`src/rtl/rom_load_sched.sv`:
```
// Arbitrates the single-port ROM RAM between the HPS download stream and the
// game core's read port, and holds the core in reset across downloads.
module rom_load_sched #(
  parameter int ADDR_W      = 17,
  parameter int ROM_BYTES   = 98304,
  parameter int HOLD_CYCLES = 4096
) (
  input  logic              clk_sys,
  input  logic              reset_n,
  input  logic              ioctl_download,
  input  logic              ioctl_wr,
  input  logic [24:0]       ioctl_addr,
  input  logic [7:0]        ioctl_dout,
  input  logic              core_rd,
  input  logic [ADDR_W-1:0] core_addr,
  output logic [7:0]        core_data,
  output logic              core_valid,
  output logic [ADDR_W-1:0] ram_addr,
  output logic              ram_we,
  output logic [7:0]        ram_din,
  input  logic [7:0]        ram_dout,
  output logic              core_reset,
  output logic              dl_err,
  output logic [ADDR_W:0]   dl_count,
  output logic [1:0]        dbg_state
);

  localparam int CW = ADDR_W + 1;
  localparam int HW = (HOLD_CYCLES > 1) ? $clog2(HOLD_CYCLES) : 1;

  typedef enum logic [1:0] {BOOT = 2'd0, LOAD = 2'd1, SETTLE = 2'd2, RUN = 2'd3} state_t;

  state_t          state;
  logic            dl_prev;
  logic [HW-1:0]   hold;
  logic            rd_pend;
  logic            rise;
  logic            fall;
  logic            wr_ok;
  logic            wr_bad;
  logic [CW-1:0]   cnt_inc;
  logic [CW-1:0]   cnt_next;

  // Handshake: ioctl_wr and core_rd are single-cycle strobes with no back-pressure;
  // core_valid is a single-cycle strobe qualifying core_data, two cycles after core_rd.
  assign rise     = ioctl_download & ~dl_prev;
  assign fall     = ~ioctl_download & dl_prev;
  assign wr_ok    = (state == LOAD) && ioctl_wr && (ioctl_addr < 25'(ROM_BYTES));
  assign wr_bad   = (state == LOAD) && ioctl_wr && !(ioctl_addr < 25'(ROM_BYTES));
  assign cnt_inc  = (dl_count == {CW{1'b1}}) ? dl_count : dl_count + 1'b1;
  assign cnt_next = wr_ok ? cnt_inc : dl_count;

  // The RAM output register already supplies the second pipeline stage.
  assign core_data = core_valid ? ram_dout : 8'h00;
  assign dbg_state = state;

  always_ff @(posedge clk_sys) begin
    if (!reset_n) begin
      state      <= BOOT;
      dl_prev    <= 1'b0;
      hold       <= '0;
      rd_pend    <= 1'b0;
      core_valid <= 1'b0;
      core_reset <= 1'b1;
      ram_we     <= 1'b0;
      ram_addr   <= '0;
      ram_din    <= 8'h00;
      dl_err     <= 1'b0;
      dl_count   <= '0;
    end else begin
      dl_prev    <= ioctl_download;
      ram_we     <= 1'b0;
      rd_pend    <= 1'b0;
      core_valid <= rd_pend;
      case (state)
        BOOT: begin
          if (rise) begin
            state    <= LOAD;
            dl_count <= '0;
            dl_err   <= 1'b0;
          end
        end
        LOAD: begin
          dl_count <= cnt_next;
          if (wr_ok) begin
            ram_we   <= 1'b1;
            ram_addr <= ioctl_addr[ADDR_W-1:0];
            ram_din  <= ioctl_dout;
          end
          if (wr_bad) dl_err <= 1'b1;
          if (fall) begin
            state <= SETTLE;
            hold  <= HW'(HOLD_CYCLES - 1);
            if (cnt_next != CW'(ROM_BYTES)) dl_err <= 1'b1;
          end
        end
        SETTLE: begin
          if (rise) begin
            state    <= LOAD;
            dl_count <= '0;
            dl_err   <= 1'b0;
          end else if (hold == '0) begin
            state      <= RUN;
            core_reset <= 1'b0;
          end else begin
            hold <= hold - 1'b1;
          end
        end
        RUN: begin
          // A read sampled together with a reload still completes.
          if (core_rd) begin
            ram_addr <= core_addr;
            rd_pend  <= 1'b1;
          end
          if (rise) begin
            state      <= LOAD;
            core_reset <= 1'b1;
            dl_count   <= '0;
            dl_err     <= 1'b0;
          end
        end
        default: state <= BOOT;
      endcase
    end
  end

endmodule

```
`config.mk`:
```
export PLATFORM = sky130hd
export DESIGN_NAME = rom_load_sched
export DESIGN_NICKNAME = d
export VERILOG_FILES = /design/src/rtl/rom_load_sched.sv
export SDC_FILE = /design/constraint.sdc
export NUM_CORES = 1
export LEC_CHECK = 0
export ABC_AREA = 1
export BUFFER_PORTS_ARGS = -buffer_cell sky130_fd_sc_hd__buf_2
export CAP_MARGIN = 25
export CORE_MARGIN = 1.5
export CORE_UTILIZATION = 57
export CTS_BUF_LIST = sky130_fd_sc_hd__clkbuf_4
export CTS_CLUSTER_DIAMETER = 80
export CTS_CLUSTER_SIZE = 10
export DETAILED_ROUTE_END_ITERATION = 8
export PLACE_DENSITY_LB_ADDON = 0.25
export SYNTH_ARGS = -nofsm -noshare
export SYNTH_HDL_FRONTEND = slang
export SYNTH_SLANG_ARGS = --single-unit
```
`constraint.sdc`:
```
create_clock -name clk_sys -period 4.65 [get_ports clk_sys]
set_input_delay 0.465 -clock clk_sys [delete_from_list [all_inputs] [get_ports clk_sys]]
set_output_delay 0.465 -clock clk_sys [all_outputs]
set_load 0.03 [all_outputs]
```
==> results of run 1 <==
-- logic make-up after synthesis --
family	count (synthesis)	share of synthesized area, %
flops	63	34.6
fa+ha+maj	6	2.06
buf+inv	78	8.92
simple gates	296	38.0
xor+xnor	6	1.65
compound gates	97	14.8
-- report_power, final --
group	internal, W	switching [W]
logic	0.000212	0.000424
registers	0.000621	0.0000656
clock network	0.000163	0.000194
-- tightest hold or removal path: stages --
cell,delay (ns)
buf_2,0.09
nand2_1,0.04
inv_1,0.04
-- flip-flops by register name, summed over array words and instances (netlist names), 2 cells and up --
name       count
ram_din        8
ram_addr      17
dl_count      18
dbg_state      2
hold          12
-- cells in the mapped netlist (2+ instances only) --
library cell    n  share of area, %
buf_4           3              0.62
clkbuf_1       11               1.1
nor3_1          4              0.55
nor2_1         63               6.5
xnor2_1         3              0.72
a2bb2oi_1       3              0.72
inv_2           4              0.41
ha_1            6               2.1
buf_2           3              0.41
inv_1          53               5.5
nand3_1        25               3.4
o21ai_0        36               4.9
a21oi_1        29               4.0
nand3_2         6               1.6
nor2_2          7               1.2
nand2_2         6               1.0
nand2_4         6               1.9
o21ai_1         2              0.27
nand2_1       160                16
nor2_4          4               1.2
xor2_1          2              0.48
nor3_2          2              0.55
o31ai_1         2              0.41
dfxtp_1        63                35
a31oi_1        21               3.6
nand4_1         6               1.0
-- per-stage QoR --
step	cell area [um^2]	utilization (%)	hold WS, ns	power, W
after floorplan	3650	-	0.390	0.00118
after global placement	4240	69.9	0.402	0.00130
after detailed placement	4240	69.9	0.431	0.00132
after CTS	4360	71.9	0.229	0.00167
after global routing	4420	72.9	0.251	0.00180
final	4420	72.9	0.240	0.00168
-- area by class of cell --
cell class / instances / area share (%)
Clock buffer: 10 / 1.70
Clock inverter: 5 / 1.13
Inverter: 58 / 4.93
Multi-Input combinational cell: 405 / 46.6
Sequential cell: 63 / 28.6
Tap cell: 75 / 2.13
Timing Repair Buffer: 122 / 14.9
-- routing by layer --
metal  track usage, %  up-vias  part of all wire, %
met5                0        -                    0
met4             12.1        0                  2.3
met3             6.86       26                  6.1
met2             46.2      157                   50
met1             31.9     1797                   42
li1                 -     1993                    -
-- path summary, 6_finish.rpt --
path / startpoint / cells after the start / to / slack [ns]
worst min register to register: rd_pend / 2 / core_valid / 0.45
worst max-delay path: dbg_state[1] / 7 / ram_addr[8] / 1.51
worst max register to register: dbg_state[1] / 7 / ram_addr[8] / 1.51
worst min-delay path: ioctl_download / 3 / dl_prev / 0.24
==> impl_metrics.json, run 1 <==
{
  "track_usage_pct": 27.0,
  "clk_latency_ns": 0.42,
  "critPathSlowestCell": "clkinv_1",
  "fp.dieH_um": 83.0,
  "drv_cap": 0,
  "crit_path_cell_trace": "ha_1, clkinv_1, o21ai_1, o21ai_0, inv_1, o21ai_0, a31oi_1",
  "n_antenna_cell": 0,
  "cp.required_ns": 4.99,
  "cp_top_family": "buffers and inverters",
  "multi_input_area_um2": 2060,
  "path_clk_slew_ns": 0.10,
  "cp_common_cell": "o21ai_0",
  "syn_area_um2": 3650,
  "numCtsBuffers": 9,
  "vias_per_cell": 5.38,
  "fin_cells": 738,
  "nNetsFinal": 728,
  "fillCellCount": 520,
  "core-area_um2": 6060,
  "grt_max_degree": 35,
  "dp_hpwl_um": 6630,
  "ys_warn_count": 0,
  "antenna_found_initial": 0,
  "path_class": "flip-flop to flip-flop",
  "finalMaxSlewViolations": 0,
  "syn_inst": 546,
  "pre_cts_ws_ns": 1.54,
  "setup_viol": 0,
  "wirelength_um": 9290,
  "root_buffer": "clkbuf_4",
  "yosys_register_bits": 63,
  "cp-end-kind": "flip-flop",
  "dr.pass1.iters": 5,
  "syn_nets": 615,
  "critPathMaxStageDelay_ns": 0.64,
  "post_cts_resized": 0,
  "cts_hold_buf": 0,
  "fp.dieW_um": 83.0,
  "peakVddDrop_mv": 0.342,
  "rsz0062_at_grt": "no",
  "dieArea_um2": 6890,
  "wl_per_cell_um": 12.6,
  "synth-seq-area-share_pct": 34.6,
  "critPathLaunchType": "flip-flop",
  "initial_core_util_pct": 60.2,
  "overflow": 0,
  "port_buffers": 119,
  "yosys_most_used_dff": "dfxtp_1",
  "worst_slack_ns": 1.51,
  "ff_latch_area_um2": 1260,
  "avgSynthCellArea_um2": 6.68,
  "finalCritPeriodShare_pct": 67.4,
  "row_count": 28,
  "grt_pass1_wl_um": 15600,
  "clockBufferDepth": 2,
  "drt_iter0_drc": 305,
  "async_reset_ff_share_pct": 0,
  "htree_levels": 3,
  "cts_tree": "done",
  "crit_fanout": 34,
  "post_cts.repair.setup_buffers": 0,
  "synth_edf_count": 0,
  "drc": 0,
  "final.min_clock_period_ns": 3.14,
  "clock_skew_ns": 0.0184,
  "gp_congestion": 0.921,
  "layout_common_cells": "nand2_1 (160), buf_2 (119), nor2_1 (63), dfxtp_1 (63), inv_1 (53)",
  "postRouteAntennaNets": 0,
  "fin_tns_setup_ns": 0,
  "grt_pass1_vias": 3617,
  "cts_num_sinks": 63,
  "p_leak_nw": 2.25,
  "hold_viol": 0,
  "power_density_nw_per_um2": 380,
  "place_inst": 721,
  "hold_class": "input pin to flip-flop",
  "status": "finished, final reports clean",
  "max_freq_ghz": 0.319,
  "drive_above_1_share_pct": 27.0,
  "worstMarginPinSlew_ns": 0.814,
  "crit_arrival_ns": 3.48,
  "layout_commonest_cell": "nand2_1",
  "synth.distinct_cells": 42,
  "worst-path-buf-inv": 2,
  "routed-via-count": 3973,
  "areaGrowthSynthToFinish_pct": 21.1,
  "ioPinCount": 120,
  "slew_headroom_pct": 45.7
}
(Power assumes the default switching activity.)
==> run 2, diff against run 1 <==
--- a/config.mk
+++ b/config.mk
@@ -9,7 +9,7 @@
 export BUFFER_PORTS_ARGS = -buffer_cell sky130_fd_sc_hd__buf_2
 export CAP_MARGIN = 25
 export CORE_MARGIN = 1.5
-export CORE_UTILIZATION = 57
+export CORE_UTILIZATION = 48
 export CTS_BUF_LIST = sky130_fd_sc_hd__clkbuf_4
 export CTS_CLUSTER_DIAMETER = 80
 export CTS_CLUSTER_SIZE = 10
==> constraint.sdc (replaced) <==
create_clock -name clk_sys -period 2.6 [get_ports clk_sys]
set_input_delay 0.26 -clock clk_sys [delete_from_list [all_inputs] [get_ports clk_sys]]
set_output_delay 0.26 -clock clk_sys [all_outputs]
set_load 0.03 [all_outputs]
==> run 2 against run 1 <==
Critical path depth increased by 9. Final cell count increased by 4.2%. Routed wire length increased by 2.9%. Die area increased by 18%. Hold slack got worse by 0.17 ns. Combinational power increased by 84%. Clock power increased by 75%. Utilization decreased by 11 points. Clock skew about the same. Highest routed layer unchanged.
==> impl_metrics.json, run 2 (synthesized netlist as in run 1, its figures left out) <==
{
  "status": "finished, final reports clean",
  "post_cts_resized": 0,
  "critPathSlowestCell": "dfxtp_1",
  "switchingPower_w": 0.00123,
  "drc": 0,
  "row_count": 31,
  "path_clk_slew_ns": 0.11,
  "r2r_cells": 16,
  "cp.required_ns": 2.88,
  "clock_skew_ns": 0.0183,
  "max_freq_ghz": 0.452,
  "p_seq_share_pct": 40.5,
  "cp-end-kind": "flip-flop",
  "hold_class": "input pin to flip-flop",
  "multi_input_area_um2": 2060,
  "cp_common_cell": "nand2_1",
  "peakVddDrop_mv": 0.456,
  "hold_viol": 0,
  "dp_hpwl_um": 7190,
  "largestRegisters": "dl_count (18), ram_addr (17), hold (12)",
  "grt_pass1_vias": 3677,
  "clkPwrFrac_pct": 20.7,
  "rrSetupSlack_ns": 0.39,
  "slew_headroom_pct": 49.8,
  "gp_congestion": 0.951,
  "overflow": 0,
  "layout_common_cells": "nand2_1 (160), buf_2 (119), nor2_1 (63), dfxtp_1 (63), inv_1 (53)",
  "regMostFlops": "dl_count",
  "rsz0062_at_grt": "no",
  "postRouteAntennaNets": 0,
  "power_density_nw_per_um2": 674,
  "drive_above_1_share_pct": 27.8,
  "internal_power_w": 0.00179,
  "holdPathStages": 3,
  "dr.pass1.iters": 5,
  "numCtsBuffers": 9,
  "fin_tns_setup_ns": 0,
  "finalCritPeriodShare_pct": 85.0,
  "fp.dieW_um": 90.2,
  "root_buffer": "clkbuf_4",
  "post_cts.repair.setup_buffers": 0,
  "port_buffers": 119,
  "largest_register_ffs": 18,
  "core-area_um2": 7290,
  "nNetsFinal": 735,
  "critPathLaunchType": "flip-flop",
  "track_usage_pct": 23.7,
  "routed-via-count": 3898,
  "fillCellCount": 740,
  "clockBufferDepth": 2,
  "cts_num_sinks": 63,
  "crit_arrival_ns": 2.49,
  "grt_max_degree": 35,
  "p_leak_nw": 2.28,
  "wirelength_um": 9550,
  "crit_fanout": 10,
  "worstReg2RegStart": "dl_count[1]",
  "endpoint": "dl_err",
  "ff_latch_area_um2": 1260,
  "ioPinCount": 120,
  "worst_slack_ns": 0.389,
  "critPathMaxStageDelay_ns": 0.44,
  "wl_per_cell_um": 12.4,
  "path_class": "flip-flop to flip-flop",
  "cts_hold_buf": 0,
  "vias_per_cell": 5.07,
  "grt_pass1_wl_um": 16000,
  "final.min_clock_period_ns": 2.21,
  "swShare_pct": 40.8,
  "drt_iter0_drc": 194,
  "r2r-end": "dl_err",
  "areaGrowthSynthToFinish_pct": 22.8,
  "comb_power_share_pct": 38.8,
  "drv_cap": 0,
  "worstMarginPinSlew_ns": 0.750,
  "clk_latency_ns": 0.40,
  "htree_levels": 3,
  "antenna_found_initial": 0,
  "fp.dieH_um": 90.2,
  "cp-startpoint": "dl_count[1]",
  "crit_path_cell_trace": "ha_1, nand2_1, nor2_4, nand2_4, nor2_8, nand2_4, nand3_2, nand2_1, nor2_1, nand3_1, nor2_1, nand3_1, nand2_1, nand2_1, nand2_1, a21oi_2",
  "cts_tree": "done",
  "n_antenna_cell": 0,
  "pre_cts_ws_ns": 0.368,
  "setup_viol": 0,
  "layout_commonest_cell": "nand2_1",
  "dieArea_um2": 8130,
  "finalMaxSlewViolations": 0,
  "initial_core_util_pct": 50.0
}
[run 2: worst max-delay path: cells and delay by family (launching register included)]
family	cells	cell delay, ns
and+or+nand+nor	14	1.34
DFF	1	0.44
adders and majority gates	1	0.25
AOI/OAI and AO/OA	1	0.05
[run 2: layout make-up]
class	count	area share, %
inverters	58	4.86
clock inverters	6	1.17
multi-input cells	405	46.0
well taps	99	2.77
repair buffers	129	15.5
clock buffers	9	1.51
flip-flops and latches	63	28.2
[run 2: worst min-delay path by stage]
stage | from | to
2_1_floorplan | ioctl_download | dl_prev
3_3_place_gp | rd_pend | core_valid
3_5_place_dp | rd_pend | core_valid
4_1_cts | ioctl_download | dl_prev
5_1_grt | ioctl_download | dl_prev
6_report | ioctl_download | dl_prev
[run 2: routing by layer]
metal | part of all wire (%) | track usage, % | vias to the layer above
li1 | - | - | 1997
met5 | 0 | 0 | -
met3 | 4.9 | 3.55 | 28
met1 | 44 | 28.6 | 1747
met2 | 49 | 40.7 | 126
met4 | 2.2 | 12.3 | 0
[run 2: power by group through the flow]
stage	Combinational [W]	Sequential (W)	Clock [W]
5_1_grt	0.00133	0.00124	0.000686
3_3_place_gp	0.00112	0.00124	0
3_5_place_dp	0.00117	0.00124	0
4_1_cts	0.00117	0.00122	0.000642
2_1_floorplan	0.000782	0.00133	0
6_report	0.00117	0.00122	0.000624
[run 2: through the flow]
stage               hold WS, ns  utilization, %  cell area [um^2]  cells  power (W)
finish                   0.0682            61.4              4480    769    0.00302
global route             0.0885            61.4              4480    769    0.00326
detailed placement        0.407            59.7              4360    754    0.00241
global placement          0.403            59.2              4320    752    0.00235
floorplan                 0.353               -              3650    546    0.00211
CTS                      0.0426            61.4              4480    769    0.00303
==> run 3, diff against run 2 <==
--- a/config.mk
+++ b/config.mk
@@ -9,7 +9,7 @@
 export BUFFER_PORTS_ARGS = -buffer_cell sky130_fd_sc_hd__buf_2
 export CAP_MARGIN = 25
 export CORE_MARGIN = 1.5
-export CORE_UTILIZATION = 48
+export CORE_UTILIZATION = 26
 export CTS_BUF_LIST = sky130_fd_sc_hd__clkbuf_4
 export CTS_CLUSTER_DIAMETER = 80
 export CTS_CLUSTER_SIZE = 10
==> run 3 against run 2 <==
Routed wire length grew 9.7%. Setup slack lost 0.043 ns. Total power shrank 2.1%. Clock skew grew 0.0018 ns. Critical path type unchanged. Utilization shrank 28 points. Register-to-register slack lost 0.04 ns. Largest cell class unchanged. Highest routed layer unchanged.
==> impl_metrics.json, run 3 (synthesized netlist as in run 1, its figures left out) <==
{
  "status": "finished, final reports clean",
  "critPathMaxStageDelay_ns": 0.37,
  "grt_pass1_wl_um": 17700,
  "cts_tree": "done",
  "largest_register_ffs": 18,
  "slew_headroom_pct": 67.0,
  "worstMarginPinSlew_ns": 0.495,
  "path_class": "flip-flop to flip-flop",
  "path_clk_slew_ns": 0.12,
  "core-area_um2": 13800,
  "track_usage_pct": 15.0,
  "crit_arrival_ns": 2.57,
  "crit_fanout": 23,
  "cp_common_cell": "nand2_1",
  "grt_max_degree": 35,
  "dp_hpwl_um": 7900,
  "overflow": 0,
  "endpoint": "dl_err",
  "p_leak_nw": 2.25,
  "layout_common_cells": "nand2_1 (160), buf_2 (119), nor2_1 (63), dfxtp_1 (63), inv_1 (53)",
  "grt_pass1_vias": 3686,
  "busiest_layer": "met2",
  "clock_skew_ns": 0.0201,
  "numCtsBuffers": 9,
  "root_buffer": "clkbuf_4",
  "cp.required_ns": 2.91,
  "fin_tns_setup_ns": 0,
  "finalCritPeriodShare_pct": 86.7,
  "layout_commonest_cell": "nand2_1",
  "critPathSlowestCell": "dfxtp_1",
  "postRouteAntennaNets": 0,
  "rsz0062_at_grt": "no",
  "fillCellCount": 1535,
  "dr.pass1.iters": 5,
  "drt_iter0_drc": 293,
  "drv_cap": 0,
  "final.min_clock_period_ns": 2.25,
  "fp.dieH_um": 121,
  "initial_core_util_pct": 26.5,
  "cp.depth": 14,
  "htree_levels": 3,
  "routed-via-count": 3845,
  "multi_input_area_um2": 2060,
  "setup_viol": 0,
  "n_antenna_cell": 0,
  "r2r-end": "dl_err",
  "clockBufferDepth": 2,
  "critPathLaunchType": "flip-flop",
  "crit_path_cell_trace": "inv_1, ha_1, nand2_1, nor3_4, buf_4, nor2_1, a21oi_1, nand3_1, nor2_1, nand3_1, nand2_1, nand2_1, nand2_1, a21oi_2",
  "r2r_cells": 14,
  "cp-startpoint": "dbg_state[1]",
  "max_freq_ghz": 0.444,
  "ff_latch_area_um2": 1260,
  "clk_latency_ns": 0.43,
  "wl_per_cell_um": 12.3,
  "hold_class": "input pin to flip-flop",
  "met1_usage_pct": 19.3,
  "drc": 0,
  "worstReg2RegStart": "dbg_state[1]",
  "use_met2_pct": 23.8,
  "regMostFlops": "dl_count",
  "wirelength_um": 10500,
  "dieArea_um2": 14700,
  "p_total_w": 0.00295,
  "cp_top_family": "simple AND/OR/NAND/NOR gates",
  "post_cts_resized": 0,
  "cts_num_sinks": 63,
  "drive_above_1_share_pct": 27.7,
  "fp.dieW_um": 121,
  "row_count": 43,
  "antenna_found_initial": 0,
  "areaGrowthSynthToFinish_pct": 24.6,
  "grt_use_met3_pct": 5.17,
  "worst-path-buf-inv": 2,
  "vias_per_cell": 4.52,
  "cp-end-kind": "flip-flop",
  "largestRegisters": "dl_count (18), ram_addr (17), hold (12)",
  "rrSetupSlack_ns": 0.35,
  "port_buffers": 119,
  "finalMaxSlewViolations": 0,
  "power_density_nw_per_um2": 650,
  "hold_viol": 0,
  "nNetsFinal": 735,
  "ioPinCount": 120,
  "gp_congestion": 0.871,
  "peakVddDrop_mv": 0.337
}
==> run 3: area by class of cell <==
class | count | share of cell area, %
well taps | 180 | 4.96
inverters | 58 | 4.79
multi-input cells | 405 | 45.3
clock buffers | 9 | 1.49
clock inverters | 7 | 0.881
flip-flops and latches | 63 | 27.8
repair buffers | 129 | 14.8
==> run 3: stage by stage <==
step | worst slack, ns | cell area [um^2] | utilization, % | instances | hold WS [ns]
6_report | 0.346 | 4540 | 33.0 | 851 | 0.0599
2_1_floorplan | 0.495 | 3650 | - | 546 | 0.353
3_3_place_gp | 0.439 | 4430 | 32.1 | 834 | 0.454
4_1_cts | 0.372 | 4540 | 33.0 | 851 | 0.0243
5_1_grt | 0.0844 | 4540 | 33.0 | 851 | 0.0266
3_5_place_dp | 0.395 | 4430 | 32.1 | 834 | 0.449
==> run 3: worst reg2reg max path: stages (launching register included) <==
cell and delay, ns:
dfxtp_1 0.37, inv_1 0.09, ha_1 0.19, nand2_1 0.13, nor3_4 0.17, buf_4 0.29, nor2_1 0.08, a21oi_1 0.25
nand3_1 0.12, nor2_1 0.11, nand3_1 0.11, nand2_1 0.07, nand2_1 0.04, nand2_1 0.07, a21oi_2 0.05
==> run 3: repair_timing <==
action / in CTS / in global routing
hold endpoints to repair: 1 / 0
setup buffers: 0 / 0
hold buffers: 1 / 0
==> run 3: worst min-delay path by stage <==
stage,from,endpoint,slack (ns),depth (start not counted)
floorplan,ioctl_download,dl_prev,0.35,2
CTS,core_rd,rd_pend,0.02,3
finish,core_rd,rd_pend,0.06,3
global placement,ioctl_download,dl_prev,0.45,3
global route,core_rd,rd_pend,0.03,3
detailed placement,rd_pend,core_valid,0.45,2
==> run 3: layer usage <==
| layer | vias up | part of all wire (%) |
|---|---|---|
| met2 | 112 | 44 |
| met5 | - | 0 |
| li1 | 2001 | - |
| met1 | 1727 | 48 |
| met4 | 0 | 0.92 |
| met3 | 5 | 6.9 |
==> run 3: power by group <==
group	total, W	internal, W	leakage, nW	switching [W]
Sequential	0.00122	0.00111	0.511	0.000111
Combinational	0.00116	0.000390	1.69	0.000772
Clock	0.000572	0.000186	0.0528	0.000386
